--- config.mk ---
export PLATFORM = sky130hd
export DESIGN_NAME = axi4l_slice
export DESIGN_NICKNAME = d
export VERILOG_FILES = /design/src/rtl/axi4l_pkg.sv /design/src/rtl/axi4l_skid_buf.sv /design/src/rtl/axi4l_slice.sv
export SDC_FILE = /design/constraint.sdc
export NUM_CORES = 1
export LEC_CHECK = 0
export CELL_PAD_IN_SITES_DETAIL_PLACEMENT = 0
export CELL_PAD_IN_SITES_GLOBAL_PLACEMENT = 2
export CORE_UTILIZATION = 33
export DETAILED_ROUTE_END_ITERATION = 12
export GPL_TIMING_DRIVEN = 1
export PLACE_DENSITY_LB_ADDON = 0.1
export SLEW_MARGIN = 20
export SYNTH_ARGS = -nofsm -noshare
export SYNTH_HDL_FRONTEND = slang
export SYNTH_SLANG_ARGS = --single-unit
--- constraint.sdc ---
create_clock -name clk -period 2.09 [get_ports clk]
set_input_delay 0.418 -clock clk [delete_from_list [all_inputs] [get_ports clk]]
set_output_delay 0.418 -clock clk [all_outputs]
set_load 0.02 [all_outputs]
--- src/rtl/axi4l_pkg.sv ---
// Shared AXI4-Lite constants and types for the register front end and its slice.
package axi4l_pkg;

    localparam logic [1:0] AXI4L_RESP_OKAY   = 2'b00;
    localparam logic [1:0] AXI4L_RESP_SLVERR = 2'b10;
    localparam logic [1:0] AXI4L_RESP_DECERR = 2'b11;

    typedef enum logic [1:0] {
        SKID_EMPTY,
        SKID_BUSY,
        SKID_FULL
    } axi4l_skid_state_t;

endpackage

--- src/rtl/axi4l_skid_buf.sv ---
// Two-entry skid buffer: registered valid/ready, one beat per cycle, 1-cycle latency.
module axi4l_skid_buf
    import axi4l_pkg::*;
#(
    parameter int WIDTH = 8
) (
    input  logic             clk,
    input  logic             rstn,
    input  logic [WIDTH-1:0] in_data,
    input  logic             in_valid,
    output logic             in_ready,
    output logic [WIDTH-1:0] out_data,
    output logic             out_valid,
    input  logic             out_ready
);

    axi4l_skid_state_t state_q, state_d;
    logic             in_ready_q, in_ready_d;
    logic             out_valid_q, out_valid_d;
    logic [WIDTH-1:0] main_q, main_d, skid_q;
    logic             load_main, load_skid;
    logic             push, pop;

    // Handshakes use the flopped flags so in_ready stays 0 until the first edge out of reset.
    assign push = in_valid & in_ready_q;
    assign pop  = out_valid_q & out_ready;

    always_ff @(posedge clk or negedge rstn) begin
        if (!rstn) begin
            state_q     <= SKID_EMPTY;
            in_ready_q  <= 1'b0;
            out_valid_q <= 1'b0;
        end else begin
            state_q     <= state_d;
            in_ready_q  <= in_ready_d;
            out_valid_q <= out_valid_d;
        end
    end

    always_comb begin
        state_d = state_q;
        case (state_q)
            SKID_EMPTY: if (push) state_d = SKID_BUSY;
            SKID_BUSY: begin
                if (push && !pop)      state_d = SKID_FULL;
                else if (!push && pop) state_d = SKID_EMPTY;
            end
            SKID_FULL:  if (pop) state_d = SKID_BUSY;
            default:    state_d = SKID_EMPTY;
        endcase
    end

    always_comb begin
        in_ready_d  = (state_d != SKID_FULL);
        out_valid_d = (state_d != SKID_EMPTY);
        load_main   = (push && (state_q == SKID_EMPTY || (state_q == SKID_BUSY && pop)))
                   || (state_q == SKID_FULL && pop);
        load_skid   = push && (state_q == SKID_BUSY) && !pop;
        main_d      = (state_q == SKID_FULL) ? skid_q : in_data;
    end

    always_ff @(posedge clk or negedge rstn) begin
        if (!rstn) begin
            main_q <= '0;
            skid_q <= '0;
        end else begin
            if (load_main) main_q <= main_d;
            if (load_skid) skid_q <= in_data;
        end
    end

    assign in_ready  = in_ready_q;
    assign out_valid = out_valid_q;
    assign out_data  = main_q;

endmodule

--- src/rtl/axi4l_slice.sv ---
// AXI4-Lite register slice: one optional skid buffer per channel, beats pass unchanged.
module axi4l_slice
    import axi4l_pkg::*;
#(
    parameter int ADDR_WIDTH = 32,
    parameter int DATA_WIDTH = 32,
    parameter bit AW_REG     = 1'b1,
    parameter bit W_REG      = 1'b1,
    parameter bit B_REG      = 1'b1,
    parameter bit AR_REG     = 1'b1,
    parameter bit R_REG      = 1'b1
) (
    input  logic                    clk,
    input  logic                    rstn,
    input  logic [ADDR_WIDTH-1:0]   s_axi_awaddr,
    input  logic [2:0]              s_axi_awprot,
    input  logic                    s_axi_awvalid,
    output logic                    s_axi_awready,
    input  logic [DATA_WIDTH-1:0]   s_axi_wdata,
    input  logic [DATA_WIDTH/8-1:0] s_axi_wstrb,
    input  logic                    s_axi_wvalid,
    output logic                    s_axi_wready,
    output logic [1:0]              s_axi_bresp,
    output logic                    s_axi_bvalid,
    input  logic                    s_axi_bready,
    input  logic [ADDR_WIDTH-1:0]   s_axi_araddr,
    input  logic [2:0]              s_axi_arprot,
    input  logic                    s_axi_arvalid,
    output logic                    s_axi_arready,
    output logic [DATA_WIDTH-1:0]   s_axi_rdata,
    output logic [1:0]              s_axi_rresp,
    output logic                    s_axi_rvalid,
    input  logic                    s_axi_rready,
    output logic [ADDR_WIDTH-1:0]   m_axi_awaddr,
    output logic [2:0]              m_axi_awprot,
    output logic                    m_axi_awvalid,
    input  logic                    m_axi_awready,
    output logic [DATA_WIDTH-1:0]   m_axi_wdata,
    output logic [DATA_WIDTH/8-1:0] m_axi_wstrb,
    output logic                    m_axi_wvalid,
    input  logic                    m_axi_wready,
    input  logic [1:0]              m_axi_bresp,
    input  logic                    m_axi_bvalid,
    output logic                    m_axi_bready,
    output logic [ADDR_WIDTH-1:0]   m_axi_araddr,
    output logic [2:0]              m_axi_arprot,
    output logic                    m_axi_arvalid,
    input  logic                    m_axi_arready,
    input  logic [DATA_WIDTH-1:0]   m_axi_rdata,
    input  logic [1:0]              m_axi_rresp,
    input  logic                    m_axi_rvalid,
    output logic                    m_axi_rready
);

    localparam int AW_W = ADDR_WIDTH + 3;
    localparam int W_W  = DATA_WIDTH + DATA_WIDTH/8;
    localparam int R_W  = DATA_WIDTH + 2;

    if (AW_REG) begin : g_aw
        axi4l_skid_buf #(.WIDTH(AW_W)) u_aw (
            .clk(clk), .rstn(rstn),
            .in_data({s_axi_awprot, s_axi_awaddr}), .in_valid(s_axi_awvalid), .in_ready(s_axi_awready),
            .out_data({m_axi_awprot, m_axi_awaddr}), .out_valid(m_axi_awvalid), .out_ready(m_axi_awready)
        );
    end else begin : g_aw_wire
        assign {m_axi_awprot, m_axi_awaddr} = {s_axi_awprot, s_axi_awaddr};
        assign m_axi_awvalid = s_axi_awvalid;
        assign s_axi_awready = m_axi_awready;
    end

    if (W_REG) begin : g_w
        axi4l_skid_buf #(.WIDTH(W_W)) u_w (
            .clk(clk), .rstn(rstn),
            .in_data({s_axi_wstrb, s_axi_wdata}), .in_valid(s_axi_wvalid), .in_ready(s_axi_wready),
            .out_data({m_axi_wstrb, m_axi_wdata}), .out_valid(m_axi_wvalid), .out_ready(m_axi_wready)
        );
    end else begin : g_w_wire
        assign {m_axi_wstrb, m_axi_wdata} = {s_axi_wstrb, s_axi_wdata};
        assign m_axi_wvalid = s_axi_wvalid;
        assign s_axi_wready = m_axi_wready;
    end

    if (B_REG) begin : g_b
        axi4l_skid_buf #(.WIDTH(2)) u_b (
            .clk(clk), .rstn(rstn),
            .in_data(m_axi_bresp), .in_valid(m_axi_bvalid), .in_ready(m_axi_bready),
            .out_data(s_axi_bresp), .out_valid(s_axi_bvalid), .out_ready(s_axi_bready)
        );
    end else begin : g_b_wire
        assign s_axi_bresp  = m_axi_bresp;
        assign s_axi_bvalid = m_axi_bvalid;
        assign m_axi_bready = s_axi_bready;
    end

    if (AR_REG) begin : g_ar
        axi4l_skid_buf #(.WIDTH(AW_W)) u_ar (
            .clk(clk), .rstn(rstn),
            .in_data({s_axi_arprot, s_axi_araddr}), .in_valid(s_axi_arvalid), .in_ready(s_axi_arready),
            .out_data({m_axi_arprot, m_axi_araddr}), .out_valid(m_axi_arvalid), .out_ready(m_axi_arready)
        );
    end else begin : g_ar_wire
        assign {m_axi_arprot, m_axi_araddr} = {s_axi_arprot, s_axi_araddr};
        assign m_axi_arvalid = s_axi_arvalid;
        assign s_axi_arready = m_axi_arready;
    end

    if (R_REG) begin : g_r
        axi4l_skid_buf #(.WIDTH(R_W)) u_r (
            .clk(clk), .rstn(rstn),
            .in_data({m_axi_rresp, m_axi_rdata}), .in_valid(m_axi_rvalid), .in_ready(m_axi_rready),
            .out_data({s_axi_rresp, s_axi_rdata}), .out_valid(s_axi_rvalid), .out_ready(s_axi_rready)
        );
    end else begin : g_r_wire
        assign {s_axi_rresp, s_axi_rdata} = {m_axi_rresp, m_axi_rdata};
        assign s_axi_rvalid = m_axi_rvalid;
        assign m_axi_rready = s_axi_rready;
    end

endmodule

==> summary by stage, run 1 <==
Pwr
The completed layout was analyzed and its total power is 30.1 mW. The worst voltage drop across the vdd grid is 0.824 mV. The cell leakage power is ~8 nW. The power density over the cells is 1630 nW/um^2.

Critical path
The slowest stage cell on the critical path is sky130_fd_sc_hd__clkdlybuf4s50_1. The arrival time of data at the critical path endpoint is roughly 1.6 ns. The launch point of the worst reg-to-reg path is g_aw.u_aw.state_q[0]$_DFF_PN0_. The capture instance of the worst register-to-register path is g_aw.u_aw.out_data[7]$_DFFE_PN0P_.

STA classifies the critical path endpoint as an output port. The largest fanout on the critical path is 2. The signal on the critical path passes through clkdlybuf4s50_1. Counting both buffers and inverters, the worst setup path holds a total of 1. STA classifies the critical path startpoint as a flop. Data on the critical path is required at its endpoint by 1.67 ns. The path depth of the worst reg2reg path is 5. The critical path is of the reg2out type. The category of cells accounting for the largest share of critical-path delay is buffers and inverters. The slack of the worst reg-to-reg path is slightly below 0.4 ns. In this design, the stage delay of the slowest critical-path cell is 0.69 ns.

Synth
Measured against the total synthesized area, the mux share comes to a little over a quarter. Among all flip-flop cells after synthesis, the most frequent one is sky130_fd_sc_hd__dfrtp_1. In this run the cell area of the synthesized design comes to about 13000 um^2. The net count after synthesis is 1231. The total of flip-flops plus latches after synthesis is 304.

Counting flops with an async set or reset pin after synthesis yields a share of 100%. Summing the sequential cell areas from Yosys gives 57.6% of the chip area. In this run, distinct cell masters in the synthesized netlist total 28. After synthesis, the mean cell area works out to roughly 12 um^2. After Yosys synthesis, full adders, half adders and majority gates account for 0% of the synthesized area. Summing the areas of all and, or, nand and nor instances in the mapped netlist gives 10.4% of the synthesized area.

The main combinational cell family by area after synthesis is multiplexers. The gate count after technology mapping is 1077. The synthesis warning total is 0. The xor/xnor share of the synthesized area is 0%. In this run, synthesis inferred 0 flip-flops with an integrated enable.

Summing the areas of all compound-gate instances in the mapped netlist gives 2.33% of the synthesized area.

Clock network
Once the clock tree was built, the setup fixing pass inserted 0 buffers. The TritonCTS clock tree is done. The total number of clock tree sinks is 304.

The number of buffers inserted during clock tree synthesis is 37. Counting along the longest clock path gives a buffer depth of 3. At the later pin of the worst-skew pair, clock insertion delay measures 0.53 ns. The cell at the root of the clock tree is sky130_fd_sc_hd__clkbuf_16. Post-CTS repair changed the size of 0 cells.

The post-CTS clock slew at the launch and capture registers of the worst setup and hold paths is approximately 0.060 ns. The H-tree generated during clock tree synthesis spans 2 levels. The number of hold buffers added after CTS was 1.

Timing
The worst path uses 95.5% of the clock period. The count of endpoints failing hold in the final timing report was 0. Setup repair after global routing left no endpoint under its margin. At the pin with the least slew margin, the transition time is 0.465 ns. Headroom to the max-slew limit came out at 69.0%. The upper clock frequency limit is between 0.5 and 0.6 GHz.

The final number of max-transition violations is 0. The worst clock skew is 0.0138 ns. Counting I/O delays and the setup requirement, the final critical path takes ~2 ns.

The total setup violations reported at the end of the flow is 0.

Layout
Of the cells placed in the final design, the portion with a size suffix greater than 1 is around 29%. The final non-filler cell total is between 1500 and 2000. The commonest non-fill, non-tap cell in the layout is sky130_fd_sc_hd__nand2_1.

The sequential cells in the finished layout cover a total of 7610 um^2. In the layout the commonest cells are sky130_fd_sc_hd__nand2_1 (326), sky130_fd_sc_hd__mux2_2 (308), sky130_fd_sc_hd__dfrtp_1 (304), sky130_fd_sc_hd__clkdlybuf4s50_1 (304), sky130_fd_sc_hd__clkbuf_16 (39). Cells fill around 47% of the core in the end.

The post-route standard cell area excluding fillers is 18400 um^2. The multi-input combinational cells in the finished layout cover a total of 5310 um^2. After the last flow step, the layout net total stands at 1568. The relative area change from synthesis to final layout is 39.3%.

The number of fill cells is 3662.

Global route
The global-route wire length before repair is 54.7 mm. The initial antenna violation count is 5. The global-route congestion overflow total is 0.

Global routing used 17.2% of the available tracks. The largest net degree at the start of global routing is 69. The number of global-route vias before repair is 9491.

Drt
The sum of met3 wire segment lengths after detailed routing is approximately 2.6 mm. The initial DRC count is 274. The detailed-route wire length is 34.2 mm. The first detailed-routing pass took 4 iterations. Routed signal wires occupy layers up through met5.

The number of vias after detailed routing is 9065. The met1 routed wirelength after detailed routing is between 15 and 20 mm. For this run, design rule violations remaining after detail routing come to 0. The post-detailed-route via-to-cell ratio is roughly 4.6.

The length of routed met2 wiring is approximately 16 mm. The number of routed nets with antenna violations is 0. The routed length per placed instance is 17.4 um.

Worst hold path
The tightest min-delay check is of the in2async type.

Flow run
Max-cap violations in this run came to 0.

Place
The count of buffers added on input and output ports is 305. The post-detailed-placement cell area is 17200 um^2. The half-perimeter wire length after placement is 23.3 mm. At the end of routability-driven placement, the weighted congestion stood at 0.708. The placed cell count is 1892.

Floorplan
The vertical die dimension is 202 um. After floorplanning, the core was divided into 72 placement rows. The total core area is 39100 um^2. The floorplan die width is about 200 um. The total I/O pin count is 306. The area enclosed by the die boundary is 40900 um^2. The initial core utilization is 33.8%.

Outcome
The run finished with clean final reports.
synthesized netlist by cell type (4+ instances only):
cell type	instances	area share, %
sky130_fd_sc_hd__nand2_1	326	9.3
sky130_fd_sc_hd__mux2_2	308	26
sky130_fd_sc_hd__dfrtp_1	304	58
sky130_fd_sc_hd__buf_2	21	0.80
sky130_fd_sc_hd__mux2_1	13	1.1
sky130_fd_sc_hd__buf_4	11	0.62
sky130_fd_sc_hd__clkbuf_1	10	0.28
sky130_fd_sc_hd__nand3_1	10	0.38
sky130_fd_sc_hd__o21ai_0	9	0.34
sky130_fd_sc_hd__a21boi_0	8	0.45
sky130_fd_sc_hd__buf_1	7	0.20
sky130_fd_sc_hd__o21a_1	6	0.34
sky130_fd_sc_hd__nand2b_1	5	0.24
sky130_fd_sc_hd__nor2_1	5	0.14
sky130_fd_sc_hd__a21oi_4	4	0.49
sky130_fd_sc_hd__buf_6	4	0.34
sky130_fd_sc_hd__inv_1	4	0.11
sky130_fd_sc_hd__nor3_1	4	0.15
sky130_fd_sc_hd__o2bb2ai_1	4	0.27
how the worst max path moves through the flow:
stage | startpoint | endpoint | depth (start not counted)
3_5_place_dp | s_axi_awvalid | g_aw.u_aw.out_data[30]$_DFFE_PN0P_ | 6
4_1_cts | g_w.u_w.out_data[13]$_DFFE_PN0P_ | m_axi_wdata[13] | 1
2_1_floorplan | g_w.u_w.in_ready$_DFF_PN0_ | g_w.u_w.out_data[10]$_DFFE_PN0P_ | 5
5_1_grt | g_w.u_w.out_data[12]$_DFFE_PN0P_ | m_axi_wdata[12] | 1
3_3_place_gp | m_axi_rvalid | g_r.u_r.out_data[32]$_DFFE_PN0P_ | 7
6_report | g_aw.u_aw.out_data[34]$_DFFE_PN0P_ | m_axi_awprot[2] | 1
through the flow:
step,setup TNS (ns),worst slack (ns),hold slack [ns]
2_1_floorplan,0,0.441,0.122
4_1_cts,0,0.0389,0.342
6_report,0,0.0939,0.365
5_1_grt,0,0.0103,0.363
3_5_place_dp,-0.00267,-0.00223,0.320
3_3_place_gp,0,0.0237,0.324
cells by family after synthesis:
| family | Yosys count |
|---|---|
| buffers and inverters | 57 |
| AO/OA/AOI/OAI | 40 |
| AND/OR/NAND/NOR | 355 |
| flip-flops | 304 |
| multiplexers | 321 |
sequential cells by signal, indices dropped and copies added (netlist names), 2 cells and up:
| register | cells |
|---|---|
| g_ar.u_ar.out_data | 35 |
| g_ar.u_ar.skid_q | 35 |
| g_ar.u_ar.state_q | 2 |
| g_aw.u_aw.out_data | 35 |
| g_aw.u_aw.skid_q | 35 |
| g_aw.u_aw.state_q | 2 |
| g_b.u_b.out_data | 2 |
| g_b.u_b.skid_q | 2 |
| g_b.u_b.state_q | 2 |
| g_r.u_r.out_data | 34 |
| g_r.u_r.skid_q | 34 |
| g_r.u_r.state_q | 2 |
| g_w.u_w.out_data | 36 |
| g_w.u_w.skid_q | 36 |
| g_w.u_w.state_q | 2 |
per-layer routing:
layer	vias up	global-route usage, %
met3	54	5.95
met1	4474	22.6
met4	8	5.42
li1	4325	-
met5	-	0
met2	204	26.4
where the power goes:
group          internal (mW)  total (mW)  switching [mW]
clock network           3.88        6.34            2.46
logic                   7.17        13.2            5.99
registers               8.96        10.6            1.60
area by class of cell:
type | instances | area share [%]
timing repair buffer | 351 | 19.6
inverter | 4 | 0.0816
clock buffer | 65 | 6.54
tap | 518 | 3.52
antenna | 2 | 0.0272
sequential | 304 | 41.3
multi-input combinational | 716 | 28.9
clock inverter | 1 | 0.0476
Note: power is estimated with default switching activity, not from simulation.
==> run 2, diff against run 1 <==
--- a/config.mk
+++ b/config.mk
@@ -7,6 +7,7 @@
 export LEC_CHECK = 0
 export CELL_PAD_IN_SITES_DETAIL_PLACEMENT = 0
 export CELL_PAD_IN_SITES_GLOBAL_PLACEMENT = 2
+export CORE_MARGIN = 2
 export CORE_UTILIZATION = 33
 export DETAILED_ROUTE_END_ITERATION = 12
 export GPL_TIMING_DRIVEN = 1
==> summary by stage, run 2 (synthesis gave the netlist of run 1 again) <==
Worst hold path
The path type of the worst min-delay path is in2async.

Timing
At the pin with the least slew margin, the transition time is a little under 0.5 ns. The setup slack after layout is 0.119 ns. The worst-case headroom to the max-slew limit is 67.6%. The upper clock frequency limit is 0.507 GHz. The sum of negative setup slack is 0 ns.

The worst path in the final design needs a cycle of roughly 2.0 ns, including I/O delays and setup. The final number of max-transition violations is 0. Dividing the final minimum period by the clock period gives a little over nine tenths. The total setup violations reported at the end of the flow is 0.

The worst clock skew is between 0.01 and 0.015 ns. The count of endpoints failing hold in the final timing report is 0. Setup repair after global routing left no endpoint under its margin. The smallest hold slack is 0.372 ns.

Place
The placed cell count is 1899. Prior to clock tree synthesis, the placed netlist has a worst setup slack of -0.0733 ns. Summed over all nets, the half-perimeter wirelength after detailed placement is around 24 mm.

The post-detailed-placement cell area is 17200 um^2. The count of input and output buffers is 305. The routability congestion estimate is roughly 0.7.

Layout
The commonest non-fill, non-tap cell in the layout is sky130_fd_sc_hd__nand2_1. In the layout the commonest cells are sky130_fd_sc_hd__nand2_1 (326), sky130_fd_sc_hd__mux2_2 (308), sky130_fd_sc_hd__dfrtp_1 (304). The fraction of layout instances using a drive strength above 1 is 29.0%. At the end of the flow the core is filled with cells to 46.3%. The final layout contains 1568 nets. Once layout is done, the placed cells without fillers occupy roughly 18000 um^2. The relative area change from synthesis to final layout is 38.9%. The number of fill cells is 3699. The final non-filler cell total is about 2000.

Global route
The largest net degree at the start of global routing is 63. The layer carrying the most global-route usage is met2. The initial antenna violation count is 3. The number of global-route vias before repair is 9532. The met2 global-route usage is 27.1%. The global-route wire length before repair is 55.3 mm. In the global route stage, met1 resource usage came out at 22.6%.

The met3 demand-to-capacity share in global routing is 4.83%. The total track usage is between 10% and 20%. Summed over all layers, the global routing overflow is 0.

Clock network
Clock tree synthesis inserted a total of 37 buffers. The post-CTS clock slew at the launch and capture registers of the worst setup and hold paths is 0.06 ns. The tree is rooted in a sky130_fd_sc_hd__clkbuf_16.

The H-tree was split into 2 levels. Clock tree synthesis found a total of 304 sinks. TritonCTS built the clock tree. The insertion delay of the later-clocked pin in the worst-skew pair is about 0.53 ns. No sink is reached through more buffers than the 3 on the longest clock path.

Pwr
The clock network power share is 20.2%. The overall power consumption is around 30 mW. VDD sags by at most 0.830 mV.

The power density over the cells is 1630 nW/um^2. Summed over all cells, the static leakage comes to ~8.1 nW. The internal power of the cells totals about 20 mW. The share of power burned in combinational logic is ~44%. Summed over all nets, the switching power comes to 10.1 mW. The share of total power in sequential cells is between 30% and 40%.

The switching fraction of total power is about a third.

Floorplan
The floorplan step set the die width to 204 um. The initial core utilization is 33.3%. The total core area is 39600 um^2.

The floorplan has 73 rows. The die covers 41700 um^2. The vertical die dimension is 204 um. Pin placement for this block handled 306 I/O pins.

Critical path
STA classifies the critical path startpoint as a flop. The critical path required time is 1.67 ns. For the worst setup path, the data arrival time is between 1.5 and 2 ns. The cell count along the critical path is 1. The slowest stage cell on the critical path is sky130_fd_sc_hd__clkdlybuf4s50_1. Measured in cells, the most critical reg-to-reg path has a length of 5.

On the critical path the largest part of the delay comes from buffers and inverters. The category of the most critical setup path is reg2out. The worst setup path is captured at an output port. Together, buffers and inverters on the worst path number 1. The largest fanout on the critical path is 2. For this run, the slowest stage of the critical path takes 0.67 ns. Walking the worst path, the cells encountered are clkdlybuf4s50_1.

Flow run
Max-cap violations in this run came to 0.

Drt
Dividing the detail-routed via count by the number of cells gives 4.59. The first detailed-routing pass took 4 iterations. Detailed routing inserted a total of 9000 vias. The initial DRC count is between 200 and 300.

The number of routed nets with antenna violations is 0. The DRC violation count after routing is 0. The detailed-route wire length is ~35 mm. The routed length per placed instance is 17.9 um.

Outcome
The flow ran to the end, and the final reports show no timing, DRC or antenna violations.
==> run 2: repair_timing <==
action | 4_1_cts | 5_1_grt
setup endpoints to repair | 0 | 1
hold buffers | 1 | 0
hold endpoints to repair | 31 | 0
buffers inserted | 0 | 0
resized for setup | 0 | 1
==> run 2: routing by layer <==
metal	part of all wire, %	vias up
met4	2.0	4
met1	46	4442
met2	46	204
li1	-	4304
met3	6.4	46
met5	0.086	-
==> run 2: path summary, 6_finish.rpt <==
path	from	endpoint	slack [ns]
min	rstn	g_r.u_r.skid_q[12]$_DFFE_PN0P_	0.37
max reg2reg	g_ar.u_ar.state_q[0]$_DFF_PN0_	g_ar.u_ar.out_data[15]$_DFFE_PN0P_	0.24
min in group clk	g_r.u_r.out_data[16]$_DFFE_PN0P_	g_r.u_r.out_data[16]$_DFFE_PN0P_	0.49
max in group asynchronous	rstn	g_r.u_r.state_q[1]$_DFF_PN0_	0.89
min reg2reg	g_r.u_r.out_data[16]$_DFFE_PN0P_	g_r.u_r.out_data[16]$_DFFE_PN0P_	0.49
max	g_b.u_b.out_data[1]$_DFFE_PN0P_	s_axi_bresp[1]	0.12
==> run 2: cell type report <==
cell class / instances / area [um^2] / share of cell area [%]
sequential: 304 / 7610 / 41.4
clock inverter: 3 / 15.0 / 0.0818
clock buffer: 57 / 1110 / 6.05
tap: 525 / 657 / 3.58
timing repair buffer: 351 / 3630 / 19.8
antenna: 1 / 2.50 / 0.0136
inverter: 4 / 15.0 / 0.0818
multi-input combinational: 716 / 5310 / 28.9
==> run 2: power by group through the flow <==
stage / combinational, mW / sequential, mW / clock (mW)
after floorplan: 6.23 / 12.1 / 0
after global placement: 13.3 / 10.6 / 0
after detailed placement: 13.5 / 10.7 / 0
after CTS: 13.5 / 10.6 / 6.30
after global routing: 14.3 / 11.0 / 6.49
final: 13.3 / 10.6 / 6.05
==> run 2: worst register-to-register path: stages (launching register included) <==
cell                       delay, ns
sky130_fd_sc_hd__dfrtp_1        0.43
sky130_fd_sc_hd__nand2b_2       0.32
sky130_fd_sc_hd__o21ai_1        0.19
sky130_fd_sc_hd__a21oi_4        0.24
sky130_fd_sc_hd__buf_12         0.20
sky130_fd_sc_hd__mux2_2         0.36
==> run 3, diff against run 2 <==
==> constraint.sdc (replaced) <==
create_clock -name clk -period 2 [get_ports clk]
set_input_delay 0.4 -clock clk [delete_from_list [all_inputs] [get_ports clk]]
set_output_delay 0.4 -clock clk [all_outputs]
set_load 0.02 [all_outputs]
==> summary by stage, run 3 (synthesis gave the netlist of run 1 again) <==
Critical path
The slowest stage cell on the critical path is sky130_fd_sc_hd__clkdlybuf4s50_1. The critical path in this run is classified as reg2out. The cell family contributing the most delay on the critical path is buffers and inverters. The buffering stage count on the worst path with inverters included is 1. Along the worst path, the maximum fanout reaches 2. The signal on the critical path passes through clkdlybuf4s50_1.

At the worst endpoint, the required time is 1.60 ns. The arrival time of data at the critical path endpoint is approximately 1.5 ns. The biggest cell delay along the critical path is approximately 0.67 ns.

The startpoint kind of the worst setup timing path is a flop. The worst setup path is captured at an output port.

Pwr
The power density over the cells is 1710 nW/um^2. The worst voltage drop across the vdd grid is slightly above 0.7 mV. Summed over all cells, the static leakage comes to 8.33 nW.

Layout
The post-route standard cell area excluding fillers is 18500 um^2. The share of the core filled with cells is between 40 and 50%. The fraction of layout instances using a drive strength above 1 is slightly below 30%.

The number of fill cells is 3646. The commonest non-fill, non-tap cell in the layout is sky130_fd_sc_hd__nand2_1. Leaving out fill and tap cells, the most frequent cells in the layout are sky130_fd_sc_hd__nand2_1 (326), sky130_fd_sc_hd__mux2_2 (308), sky130_fd_sc_hd__dfrtp_1 (304). The combined flip-flop and latch cell area is 7610 um^2. The area taken by multi-input logic gates is 5310 um^2. The final non-filler cell total is 1978.

The final layout net count is ~1600. The relative area change from synthesis to final layout is 40.2%.

Timing
The count of endpoints failing hold in the final timing report came to 0. Setup repair after global routing left no endpoint under its margin. The clock arrives with 0.0197 ns of skew. The transition time of the tightest slew-check pin is 0.445 ns. The final number of max-transition violations is 0. Setup violations remaining at the end of the flow were counted as 0. The minimum clock period after layout is roughly 1.9 ns. Of the available clock period, the critical path in the final layout requires between 90% and 100%. Static timing analysis puts the maximum clock frequency at a little over 0.5 GHz. In this run the tightest slew margin relative to its limit is 70.3%.

Worst hold path
The min-delay analysis places its worst path in the category in2async.

Place
The count of input and output buffers is 305. The routability congestion estimate is 0.706. The placed cell count is 1910. The half-perimeter wire length after placement is 24.1 mm.

Summing all placed instances gives a cell area of around 17000 um^2.

Clock network
The TritonCTS clock tree is done. The clock net in this run drives a total of 304 sinks. The level count of the clock H-tree is 2. The post-CTS clock slew at the launch and capture registers of the worst setup and hold paths is ~0.06 ns.

The number of buffers on the longest clock path is 3. The insertion delay of the later-clocked pin in the worst-skew pair is 0.54 ns. The number of buffers inserted during clock tree synthesis is 37. The cell at the root of the clock tree is sky130_fd_sc_hd__clkbuf_16.

Drt
The detailed router placed about 9000 vias in this run. The routed length per placed instance is approximately 18 um. The number of routed nets with antenna violations is 0. The routed design has 34.9 mm of wire. The first routing iteration left roughly 300 violations. The DRC violation count after routing is 0. The post-detailed-route via-to-cell ratio is around 4.6. The length of the first detailed-routing pass in iterations is 4.

Outcome
The flow ran to the end, and the final reports show no timing, DRC or antenna violations.

Global route
The first global-routing pass estimated 55.2 mm of wire. The initial antenna violation count is 3. For this run the aggregate overflow at the end of global routing stands at 0.

The number of global-route vias before repair is between 9000 and 10000. The largest net degree at the start of global routing is 62. Global routing used 17.0% of the available tracks.

Floorplan
306 I/O pins were placed. The total core area is 39600 um^2. The floorplan die width is ~200 um. Once the floorplan was initialized, standard cells occupied 33.3% of the core. The die covers 41700 um^2. The floorplan has 73 rows. The vertical die dimension is approximately 200 um.

Flow run
The number of max-cap violations is 0.
run 3: where the power goes:
group	leakage, nW	total (mW)	switching, mW	internal [mW]
registers	3.60	11.0	1.67	9.36
logic	4.13	13.9	6.34	7.57
clock network	0.600	6.68	2.61	4.07
run 3: cell type report:
cell class / count / share of cell area [%]
inverter: 4 / 0.0810
clock buffer: 60 / 6.23
antenna: 1 / 0.0135
sequential: 304 / 41.0
timing repair buffer: 362 / 20.1
multi-input combinational: 716 / 28.7
tap: 525 / 3.54
clock inverter: 6 / 0.317
run 3: path summary, 6_finish.rpt:
path | startpoint | to | slack (ns) | depth (start not counted)
max | g_r.u_r.out_data[22]$_DFFE_PN0P_ | s_axi_rdata[22] | 0.06 | 1
min | rstn | g_r.u_r.skid_q[12]$_DFFE_PN0P_ | 0.34 | 2
max reg2reg | g_aw.u_aw.state_q[0]$_DFF_PN0_ | g_aw.u_aw.out_data[33]$_DFFE_PN0P_ | 0.30 | 5
min reg2reg | g_r.u_r.out_data[22]$_DFFE_PN0P_ | g_r.u_r.out_data[22]$_DFFE_PN0P_ | 0.49 | 1
max in group asynchronous | rstn | g_r.u_r.skid_q[33]$_DFFE_PN0P_ | 0.88 | 4
min in group clk | g_r.u_r.out_data[22]$_DFFE_PN0P_ | g_r.u_r.out_data[22]$_DFFE_PN0P_ | 0.49 | 1
run 3: metrics by stage:
stage	hold WS [ns]	setup slack, ns	power [mW]	setup TNS [ns]
global placement	0.300	-0.0892	25.1	-3.22
finish	0.335	0.0573	31.6	0
detailed placement	0.300	-0.116	25.4	-4.48
floorplan	0.104	0.351	19.2	0
global route	0.338	0.00118	33.7	0
CTS	0.316	0.000112	32.2	0
run 3: repair_timing:
item / CTS / global route
endpoints found under the hold margin: 24 / 0
gates cloned: 0 / 0
hold buffers: 1 / 0
resized for setup: 7 / 9
buffers inserted: 0 / 0
endpoints found under the setup margin: 7 / 9
run 3: layer usage:
metal  GRT usage [%]  vias to the layer above  routed length, um
met5               0                        -                 30
met1            23.0                     4539              16000
met4            5.36                        4                698
met3            5.02                       42               2440
li1                -                     4330                  -
met2            26.3                      222              15800
